File: config.mk
export PLATFORM = sky130hd
export DESIGN_NAME = mem_arbiter_flat
export DESIGN_NICKNAME = d
export VERILOG_FILES = /design/src/rtl/mem_arbiter_if.sv /design/src/rtl/mem_arbiter.sv /design/src/flat_wrapper.sv
export SDC_FILE = /design/constraint.sdc
export NUM_CORES = 1
export LEC_CHECK = 0
export CAP_MARGIN = 20
export CORE_AREA = 3 3 79 81
export DETAILED_ROUTE_END_ITERATION = 8
export DIE_AREA = 0 0 82 84
export PLACE_DENSITY = 0.88
export SYNTH_ARGS = -nofsm -noshare
export SYNTH_HDL_FRONTEND = slang
export SYNTH_SLANG_ARGS = --single-unit
File: constraint.sdc
create_clock -name clk -period 3.9 [get_ports clk]
set_input_delay 0.585 -clock clk [delete_from_list [all_inputs] [get_ports clk]]
set_output_delay 0.585 -clock clk [all_outputs]
set_load 0.01 [all_outputs]
File: src/rtl/mem_arbiter_if.sv
// Requester- and memory-side signals of the unified-memory arbiter.
// slave: the arbiter itself; master: the fetch/MEM stages plus the memory model.
interface mem_arbiter_if #(
  parameter int ADDR_W = 16,
  parameter int DATA_W = 16
);
  logic              if_req;
  logic [ADDR_W-1:0] if_addr;
  logic              if_flush;
  logic              mem_rd;
  logic              mem_wr;
  logic [ADDR_W-1:0] mem_addr;
  logic [DATA_W-1:0] mem_wdata;
  logic [DATA_W-1:0] m_rdata;
  logic              if_done;
  logic [DATA_W-1:0] if_rdata;
  logic              if_stall;
  logic              mem_done;
  logic [DATA_W-1:0] mem_rdata;
  logic              mem_stall;
  logic              m_rd;
  logic              m_wr;
  logic [ADDR_W-1:0] m_addr;
  logic [DATA_W-1:0] m_wdata;
  logic              err;

  modport slave (
    input  if_req, if_addr, if_flush, mem_rd, mem_wr, mem_addr, mem_wdata, m_rdata,
    output if_done, if_rdata, if_stall, mem_done, mem_rdata, mem_stall,
           m_rd, m_wr, m_addr, m_wdata, err
  );

  modport master (
    output if_req, if_addr, if_flush, mem_rd, mem_wr, mem_addr, mem_wdata, m_rdata,
    input  if_done, if_rdata, if_stall, mem_done, mem_rdata, mem_stall,
           m_rd, m_wr, m_addr, m_wdata, err
  );
endinterface

File: src/rtl/mem_arbiter.sv
// Serialises instruction-fetch and MEM-stage accesses onto a single-ported,
// fixed-latency memory; MEM wins ties, and every access is followed by an idle bubble.
module mem_arbiter #(
  parameter int LATENCY = 4,
  parameter int ADDR_W  = 16,
  parameter int DATA_W  = 16
) (
  input logic        clk,
  input logic        rst_n,
  mem_arbiter_if.slave bus
);
  localparam int CW = $clog2(LATENCY + 1);
  localparam logic [CW-1:0] LAT_C = CW'(LATENCY);
  localparam logic [CW-1:0] ONE_C = CW'(1);

  typedef enum logic [1:0] {IDLE, BUSY_IF, BUSY_MEM} state_e;

  state_e            state_q, state_d;
  logic [CW-1:0]     cnt_q, cnt_d;
  logic              kill_q, kill_d;
  logic              op_wr_q, op_wr_d;
  logic              m_rd_q, m_rd_d;
  logic              m_wr_q, m_wr_d;
  logic [ADDR_W-1:0] m_addr_q, m_addr_d;
  logic [DATA_W-1:0] m_wdata_q, m_wdata_d;
  logic              err_q, err_d;

  // State register
  always_ff @(posedge clk or negedge rst_n) begin
    if (!rst_n) begin
      state_q   <= IDLE;
      cnt_q     <= '0;
      kill_q    <= 1'b0;
      op_wr_q   <= 1'b0;
      m_rd_q    <= 1'b0;
      m_wr_q    <= 1'b0;
      m_addr_q  <= '0;
      m_wdata_q <= '0;
      err_q     <= 1'b0;
    end else begin
      state_q   <= state_d;
      cnt_q     <= cnt_d;
      kill_q    <= kill_d;
      op_wr_q   <= op_wr_d;
      m_rd_q    <= m_rd_d;
      m_wr_q    <= m_wr_d;
      m_addr_q  <= m_addr_d;
      m_wdata_q <= m_wdata_d;
      err_q     <= err_d;
    end
  end

  // Next-state logic
  always_comb begin
    state_d   = state_q;
    cnt_d     = cnt_q;
    kill_d    = kill_q;
    op_wr_d   = op_wr_q;
    m_rd_d    = 1'b0;
    m_wr_d    = 1'b0;
    m_addr_d  = m_addr_q;
    m_wdata_d = m_wdata_q;
    err_d     = 1'b0;
    unique case (state_q)
      IDLE: begin
        // A simultaneous load+store is flagged and never reaches memory.
        err_d = bus.mem_rd & bus.mem_wr;
        if (bus.mem_rd ^ bus.mem_wr) begin
          state_d   = BUSY_MEM;
          cnt_d     = LAT_C;
          op_wr_d   = bus.mem_wr;
          m_rd_d    = bus.mem_rd;
          m_wr_d    = bus.mem_wr;
          m_addr_d  = bus.mem_addr;
          m_wdata_d = bus.mem_wr ? bus.mem_wdata : '0;
        end else if (bus.if_req && !bus.if_flush) begin
          state_d   = BUSY_IF;
          cnt_d     = LAT_C;
          kill_d    = 1'b0;
          op_wr_d   = 1'b0;
          m_rd_d    = 1'b1;
          m_addr_d  = bus.if_addr;
          m_wdata_d = '0;
        end
      end
      BUSY_IF: begin
        cnt_d = cnt_q - ONE_C;
        if (bus.if_flush) kill_d = 1'b1;
        if (cnt_q == ONE_C) state_d = IDLE;
      end
      BUSY_MEM: begin
        cnt_d = cnt_q - ONE_C;
        if (cnt_q == ONE_C) state_d = IDLE;
      end
      default: state_d = IDLE;
    endcase
  end

  // Outputs
  logic              if_done_c, mem_done_c;
  logic [DATA_W-1:0] if_rdata_c, mem_rdata_c;

  always_comb begin
    // A flush in the completion cycle itself also hides the returning word.
    if_done_c   = (state_q == BUSY_IF) && (cnt_q == ONE_C) && !kill_q && !bus.if_flush;
    mem_done_c  = ((state_q == BUSY_MEM) && (cnt_q == ONE_C)) || err_q;
    if_rdata_c  = if_done_c ? bus.m_rdata : '0;
    mem_rdata_c = '0;
    if ((state_q == BUSY_MEM) && (cnt_q == ONE_C) && !op_wr_q) mem_rdata_c = bus.m_rdata;
  end

  assign bus.if_done   = if_done_c;
  assign bus.if_rdata  = if_rdata_c;
  assign bus.if_stall  = bus.if_req & ~if_done_c & ~bus.if_flush;
  assign bus.mem_done  = mem_done_c;
  assign bus.mem_rdata = mem_rdata_c;
  assign bus.mem_stall = (bus.mem_rd | bus.mem_wr) & ~mem_done_c;
  assign bus.m_rd      = m_rd_q;
  assign bus.m_wr      = m_wr_q;
  assign bus.m_addr    = m_addr_q;
  assign bus.m_wdata   = m_wdata_q;
  assign bus.err       = err_q;
endmodule

File: src/flat_wrapper.sv
// flat-port wrapper written by rule: the top's interface ports become plain ports
module mem_arbiter_flat 
#(
  parameter int LATENCY = 4,
  parameter int ADDR_W  = 16,
  parameter int DATA_W  = 16
)
  (clk, rst_n, bus_if_req, bus_if_addr, bus_if_flush, bus_mem_rd, bus_mem_wr, bus_mem_addr, bus_mem_wdata, bus_m_rdata, bus_if_done, bus_if_rdata, bus_if_stall, bus_mem_done, bus_mem_rdata, bus_mem_stall, bus_m_rd, bus_m_wr, bus_m_addr, bus_m_wdata, bus_err);
  mem_arbiter_if #(.ADDR_W(ADDR_W), .DATA_W(DATA_W)) bus_i ();
  input logic clk;
  input logic rst_n;
  input wire logic [$bits(bus_i.if_req)-1:0] bus_if_req;
  input wire logic [$bits(bus_i.if_addr)-1:0] bus_if_addr;
  input wire logic [$bits(bus_i.if_flush)-1:0] bus_if_flush;
  input wire logic [$bits(bus_i.mem_rd)-1:0] bus_mem_rd;
  input wire logic [$bits(bus_i.mem_wr)-1:0] bus_mem_wr;
  input wire logic [$bits(bus_i.mem_addr)-1:0] bus_mem_addr;
  input wire logic [$bits(bus_i.mem_wdata)-1:0] bus_mem_wdata;
  input wire logic [$bits(bus_i.m_rdata)-1:0] bus_m_rdata;
  output wire logic [$bits(bus_i.if_done)-1:0] bus_if_done;
  output wire logic [$bits(bus_i.if_rdata)-1:0] bus_if_rdata;
  output wire logic [$bits(bus_i.if_stall)-1:0] bus_if_stall;
  output wire logic [$bits(bus_i.mem_done)-1:0] bus_mem_done;
  output wire logic [$bits(bus_i.mem_rdata)-1:0] bus_mem_rdata;
  output wire logic [$bits(bus_i.mem_stall)-1:0] bus_mem_stall;
  output wire logic [$bits(bus_i.m_rd)-1:0] bus_m_rd;
  output wire logic [$bits(bus_i.m_wr)-1:0] bus_m_wr;
  output wire logic [$bits(bus_i.m_addr)-1:0] bus_m_addr;
  output wire logic [$bits(bus_i.m_wdata)-1:0] bus_m_wdata;
  output wire logic [$bits(bus_i.err)-1:0] bus_err;
  assign bus_i.if_req = bus_if_req;
  assign bus_i.if_addr = bus_if_addr;
  assign bus_i.if_flush = bus_if_flush;
  assign bus_i.mem_rd = bus_mem_rd;
  assign bus_i.mem_wr = bus_mem_wr;
  assign bus_i.mem_addr = bus_mem_addr;
  assign bus_i.mem_wdata = bus_mem_wdata;
  assign bus_i.m_rdata = bus_m_rdata;
  assign bus_if_done = bus_i.if_done;
  assign bus_if_rdata = bus_i.if_rdata;
  assign bus_if_stall = bus_i.if_stall;
  assign bus_mem_done = bus_i.mem_done;
  assign bus_mem_rdata = bus_i.mem_rdata;
  assign bus_mem_stall = bus_i.mem_stall;
  assign bus_m_rd = bus_i.m_rd;
  assign bus_m_wr = bus_i.m_wr;
  assign bus_m_addr = bus_i.m_addr;
  assign bus_m_wdata = bus_i.m_wdata;
  assign bus_err = bus_i.err;
  mem_arbiter #(.LATENCY(LATENCY), .ADDR_W(ADDR_W), .DATA_W(DATA_W)) u_core (.clk(clk), .rst_n(rst_n), .bus(bus_i));
endmodule
==> out/results.ini <==
[global_route]
use_met3_pct=6.587
grt_pass1_wl_um=9480
busiest_layer=met2
grt_util_met2_pct=30.86
grt_usage_pct=17.55
grt_max_degree=43
grt_overflow=0
grt_pass1_vias=1917
antenna_found_initial=0
grt_use_met1_pct=19.73

[routing]
firstDrtPassIters=4
drt_iter0_drc=44
num_vias=1887
wl_per_cell_um=14.86
drtAntennaViolNets=0
via_per_inst=4.789
routed_wl_um=5855
drc_errors=0

[floorplanning]
initial_core_util_pct=40.45
dieArea_um2=6888
core_um2=5540
row_count=27
die-height_um=84
die_w_um=82
ios=141

[critical_path]
reg2reg_depth=5
crit_path_top_delay_cell=nor4b_4
cp.arrival_ns=2.51
rr_startpoint=u_core.state_q[0]$_DFFE_PN0P_
reg2reg_slack_ns=2.14
start_kind=input pin
r2r_end=u_core.bus.m_wdata[1]$_DFFE_PN0P_
critPathKind=in -> out
worstPathBufferInverterCount=2
critPathRequiredTime_ns=3.31
crit_chain=clkdlybuf4s50_1 -> nor4b_4 -> and2_1 -> clkdlybuf4s50_1
slowest_delay_ns=0.66
cpMostUsedCell=clkdlybuf4s50_1
cp_max_fo=18
cp_top_family=buffers and inverters
end_kind=output pin

[sta]
slew_viol_final=0
skew_ns=0.009224
fmax_mhz=323.4
max_slew.worst_pin.slew_ns=0.9196
setup_violations=0
holdWs_ns=0.4279
hold_viol_final=0
min_period_ns=3.092
rsz0062_at_grt=false
final.setup.tns_ns=0
min_period_over_period_pct=79.28
slew-limit-headroom_pct=38.69

[clock_tree]
cts_resized=0
clkLatencyLatePin_ns=0.29
cts_setup_buffers=0
cts_hold_buf=0
cts_made_buffers=5
htreeDepth=2
cts_tree=done
clock-sinks=42
cts-root-buf=clkbuf_8
clk_pin_slew_ns=0.08
clock_path_buffers=2

[power]
swShare_pct=32.08
p_switching_w=0.0006627
leakage_nw=1.637
seqPwrFrac_pct=35.8
vdd.ir_drop.worst_v=0.0002918
power_frac_comb_pct=51.1
clock_power_share_pct=13.1
power_per_cell_area_nw_per_um2=548.4
p_int_w=0.001403

[layout]
nFillCells=434
n_antenna_cell=0
drive_gt1_share_pct=14.60
register_area_um2=1051
final_cell_area_um2=3767
multi_input_area_um2=1102
fin_nets=400
syn_to_final_growth_pct=68.12

[placement]
hpwl_um=4715
port_buffers=140
dpl_cell_area_um2=3681
gp_congestion=0.7350

[yosys]
synthesis.area_um2=2241
synthCells=181
ys_ff_latch=42
synth_fp_nets=260
yosys-top-cells-area=dfrtp_1, mux2_2, and2_1, a22o_1, mux2_4
ys_types=30
yosysTopAreaCell=dfrtp_1
syn_area_per_cell_um2=12.38
synth_top_area_share_pct=46.90
yosysWarnings=0
yosysSeqAreaShare_pct=46.90

[worst_hold_path]
hp-class=in -> async

[status]
status=complete, no violations

[flow_run]
maxCapViolCount=0

worst register-to-register path, cell delays in order, from the launching register on:
cell	delay [ns]
dfrtp_1	0.40
inv_1	0.12
ha_1	0.34
o21ai_4	0.29
buf_4	0.26
a22o_1	0.24
worst max-delay path by stage:
stage,start,endpoint,slack [ns],cells after the start
after detailed placement,bus_if_flush,bus_if_rdata[4],0.82,4
after CTS,u_core.cnt_q[1]$_DFFE_PN0P_,bus_mem_rdata[6],0.82,6
after global placement,bus_if_flush,bus_if_rdata[15],0.90,4
final,bus_if_flush,bus_if_rdata[4],0.81,4
after global routing,u_core.cnt_q[1]$_DFFE_PN0P_,bus_mem_rdata[15],0.61,6
after floorplan,u_core.cnt_q[1]$_DFFE_PN0P_,bus_if_rdata[10],1.89,6
routing by layer:
metal	vias up	wire, um
li1	907	-
met1	870	2142
met2	102	2918
met3	8	723
met4	0	71
met5	-	0
power by group through the flow:
| stage | clock [W] | combinational, W | sequential [W] |
|---|---|---|---|
| 3_3_place_gp | 0 | 0.00105 | 0.000738 |
| 6_report | 0.000270 | 0.00106 | 0.000739 |
| 3_5_place_dp | 0 | 0.00107 | 0.000747 |
| 2_1_floorplan | 0 | 0.000453 | 0.000823 |
| 4_1_cts | 0.000279 | 0.00108 | 0.000741 |
| 5_1_grt | 0.000297 | 0.00115 | 0.000771 |
synthesized netlist by cell type:
cell,number
nand2_1,2
nand2b_4,1
and3_1,3
ha_1,9
inv_1,7
a21oi_1,5
a221oi_1,1
buf_4,2
nor2b_2,1
nor4b_4,1
buf_2,3
o21ai_4,1
mux2_4,8
nor2b_1,2
o22a_1,1
nand3b_1,1
nor2_1,3
a22o_1,16
buf_6,2
nand2b_1,3
a21o_1,1
a2bb2oi_1,1
a311o_1,1
mux2_2,25
a21boi_0,1
clkbuf_1,1
and2_1,34
clkbuf_2,1
dfrtp_1,42
mux2i_1,2
registers in the layout, summed over array words and instances, names as in the netlist:
name / count
u_core.bus.m_addr: 16
u_core.bus.m_wdata: 16
u_core.cnt_q: 3
u_core.state_q: 2
u_core.bus.err: 1
u_core.bus.m_rd: 1
u_core.bus.m_wr: 1
u_core.kill_q: 1
u_core.op_wr_q: 1
through the flow:
stage | power, W | setup WS (ns) | utilization [%] | std cells
4_1_cts | 0.002096 | 0.8153 | 68.00 | 394
3_3_place_gp | 0.001789 | 0.9009 | 66.44 | 386
2_1_floorplan | 0.001276 | 1.892 | - | 181
3_5_place_dp | 0.001818 | 0.8153 | 66.44 | 386
6_report | 0.002066 | 0.8081 | 68.00 | 394
5_1_grt | 0.002217 | 0.6081 | 68.00 | 394
kinds of logic (layout without fill, tap and decap cells):
| group | after synthesis | after routing | share of synthesized area, % |
|---|---|---|---|
| fa+ha+maj | 9 | 9 | 5.025 |
| flops | 42 | 42 | 46.90 |
| simple gates | 51 | 51 | 14.96 |
| mux | 35 | 35 | 18.82 |
| compound gates | 28 | 28 | 10.39 |
| buf+inv | 16 | 157 | 3.908 |
cell usage in the layout, fill, tap and decap left out, types with 2 or more instances in the layout:
cell / synthesis / final
clkdlybuf4s50_1: 0 / 139
dfrtp_1: 42 / 42
and2_1: 34 / 34
mux2_2: 25 / 25
a22o_1: 16 / 16
ha_1: 9 / 9
mux2_4: 8 / 8
inv_1: 7 / 7
a21oi_1: 5 / 5
clkbuf_8: 0 / 5
nor2_1: 3 / 3
nand2b_1: 3 / 3
and3_1: 3 / 3
nor2b_1: 2 / 2
mux2i_1: 2 / 2
nand2_1: 2 / 2
buf_4: 2 / 2
cell type report:
| cell class | instances | area share (%) |
|---|---|---|
| Timing Repair Buffer | 142 | 37.46 |
| Inverter | 7 | 0.6974 |
| Tap cell | 72 | 2.391 |
| Multi-Input combinational cell | 123 | 29.26 |
| Sequential cell | 42 | 27.90 |
| Clock inverter | 2 | 0.3653 |
| Clock buffer | 6 | 1.926 |
Note: power is estimated with default switching activity, not from simulation.
==> patch (same flow settings) <==
Take the reset off `m_addr_q` and `m_wdata_q` and load them in a clocked block of their own.
--- a/src/rtl/mem_arbiter.sv
+++ b/src/rtl/mem_arbiter.sv
@@ -34,8 +34,6 @@
       op_wr_q   <= 1'b0;
       m_rd_q    <= 1'b0;
       m_wr_q    <= 1'b0;
-      m_addr_q  <= '0;
-      m_wdata_q <= '0;
       err_q     <= 1'b0;
     end else begin
       state_q   <= state_d;
@@ -44,10 +42,13 @@
       op_wr_q   <= op_wr_d;
       m_rd_q    <= m_rd_d;
       m_wr_q    <= m_wr_d;
-      m_addr_q  <= m_addr_d;
-      m_wdata_q <= m_wdata_d;
       err_q     <= err_d;
     end
+  end
+
+  always_ff @(posedge clk) begin
+    m_addr_q  <= m_addr_d;
+    m_wdata_q <= m_wdata_d;
   end
 
   // Next-state logic
Behaviour: not the same (Yosys sat finds a counterexample within 4 cycles, from zero or initial values and one cycle with rst_n low).
==> patch against the original RTL <==
Sequential cell count stayed put; cell area down 1.8%; setup slack worse by 10 ps; power is 19% lower; area after synthesis down 4.8%; wire length fell by 2.3%; combinational power is 35% lower; critical path depth stayed put; largest cell class unchanged; highest routed layer unchanged.
==> patch: results (changes against the original RTL) <==
detailed_routing:
  drt_iter0_drc: 40  # -9.1%
  wl_um: 5720  # -2.3%
  vias: 1719  # -8.9%
finish:
  fin_cells: 377  # -4.3%
  drive_above_1_share_pct: 16.1  # +1.5 points
worst_hold_path:
  min_path_type: "flop to flop"
yosys:
  synth_fa_ha_area_share_pct: 5.28  # +0.25 points
  synth_compound_area_share_pct: 4.46  # -5.9 points
  ys_top_cells_by_count: "and2_1, edfxtp_1, mux2_2, and2_2, dfrtp_1"
  synthMuxAreaShare_pct: 9.91  # -8.9 points
  ys_types: 29  # -3.3%
  synth_top_family_by_area: "simple AND/OR/NAND/NOR gates"
  synthArstFlopShare_pct: 23.8  # -76 points
  synth_seq_area_share_pct: 56.8  # +9.9 points
  synth-edff-count: 32  # +32
  synthFlopType: "edfxtp_1"
  syn-num-nets: 239  # -8.1%
sta:
  slew_headroom_pct: 55.1  # +16 points
  clock_skew_ps: 11.1  # +1.91 ps
outcome:
  status: "finished, final reports clean"
placement:
  dp_slack_ps: 772  # -43.6 ps
  gp_congestion: 0.772  # +5.0%
  placed_area_sq_um: 3610  # -1.9%
  dp_hpwl_um: 4660  # -1.1%
global_routing:
  grtUsageMet3_pct: 6.80  # +0.22 points
  met2_usage_pct: 31.7  # +0.88 points
power:
  p_leak_nw: 1.45  # -11%
  ir_drop_uv: 225  # -23%
  power.switching_uw: 520  # -22%
==> patch: path summary, 6_finish.rpt <==
| path | startpoint | to | slack, ps | cells past startpoint |
|---|---|---|---|---|
| worst max-delay path | bus_if_flush | bus_if_rdata[6] | 800 | 4 |
| worst min register to register | u_core.cnt_q[1] | u_core.cnt_q[1] | 550 | 2 |
| max in group asynchronous | rst_n | u_core.bus.m_wr | 2960 | 1 |
| min in group asynchronous | rst_n | u_core.cnt_q[1] | 610 | 1 |
| worst max register to register | u_core.state_q[0] | u_core.bus.m_addr[5] | 2120 | 5 |
| worst min-delay path | u_core.cnt_q[1] | u_core.cnt_q[1] | 550 | 2 |
==> patch: cell type report <==
type                    count  area [sq um]
flip-flops and latches     42          1210
multi-input cells         104           860
fillers                   418          1840
clock inverters             3          21.3
repair buffers            142          1420
clock buffers               5          68.8
inverters                   9          33.8
well taps                  72          90.1
==> patch: layer usage <==
layer | vias to the layer above | share of wire, % | wire length, um
li1 | 842 | - | -
met1 | 790 | 34 | 1920
met5 | - | 0 | 0
met4 | 0 | 0.86 | 49
met2 | 82 | 55 | 3120
met3 | 5 | 11 | 625
==> patch: power groups by stage <==
stage                     Sequential (mW)  Combinational (mW)  Clock (mW)
after floorplan                     0.754               0.289           0
after global placement              0.699               0.681           0
after detailed placement            0.706               0.698           0
after CTS                           0.696               0.699       0.286
after global routing                0.711               0.753       0.308
final                               0.694               0.690       0.281
==> patch: cell families (layout without fill, tap and decap cells) <==
family	after synthesis	after routing
muxes	19	19
adders and majority gates	9	9
and+or+nand+nor	63	63
buffers and inverters	14	159
DFF	42	42
AOI/OAI and AO/OA	13	13
==> patch: worst max-delay path: stages <==
cell	delay, ps
clkdlybuf4s50_1	480
nor4b_4	650
and2_2	260
clkdlybuf4s50_1	540
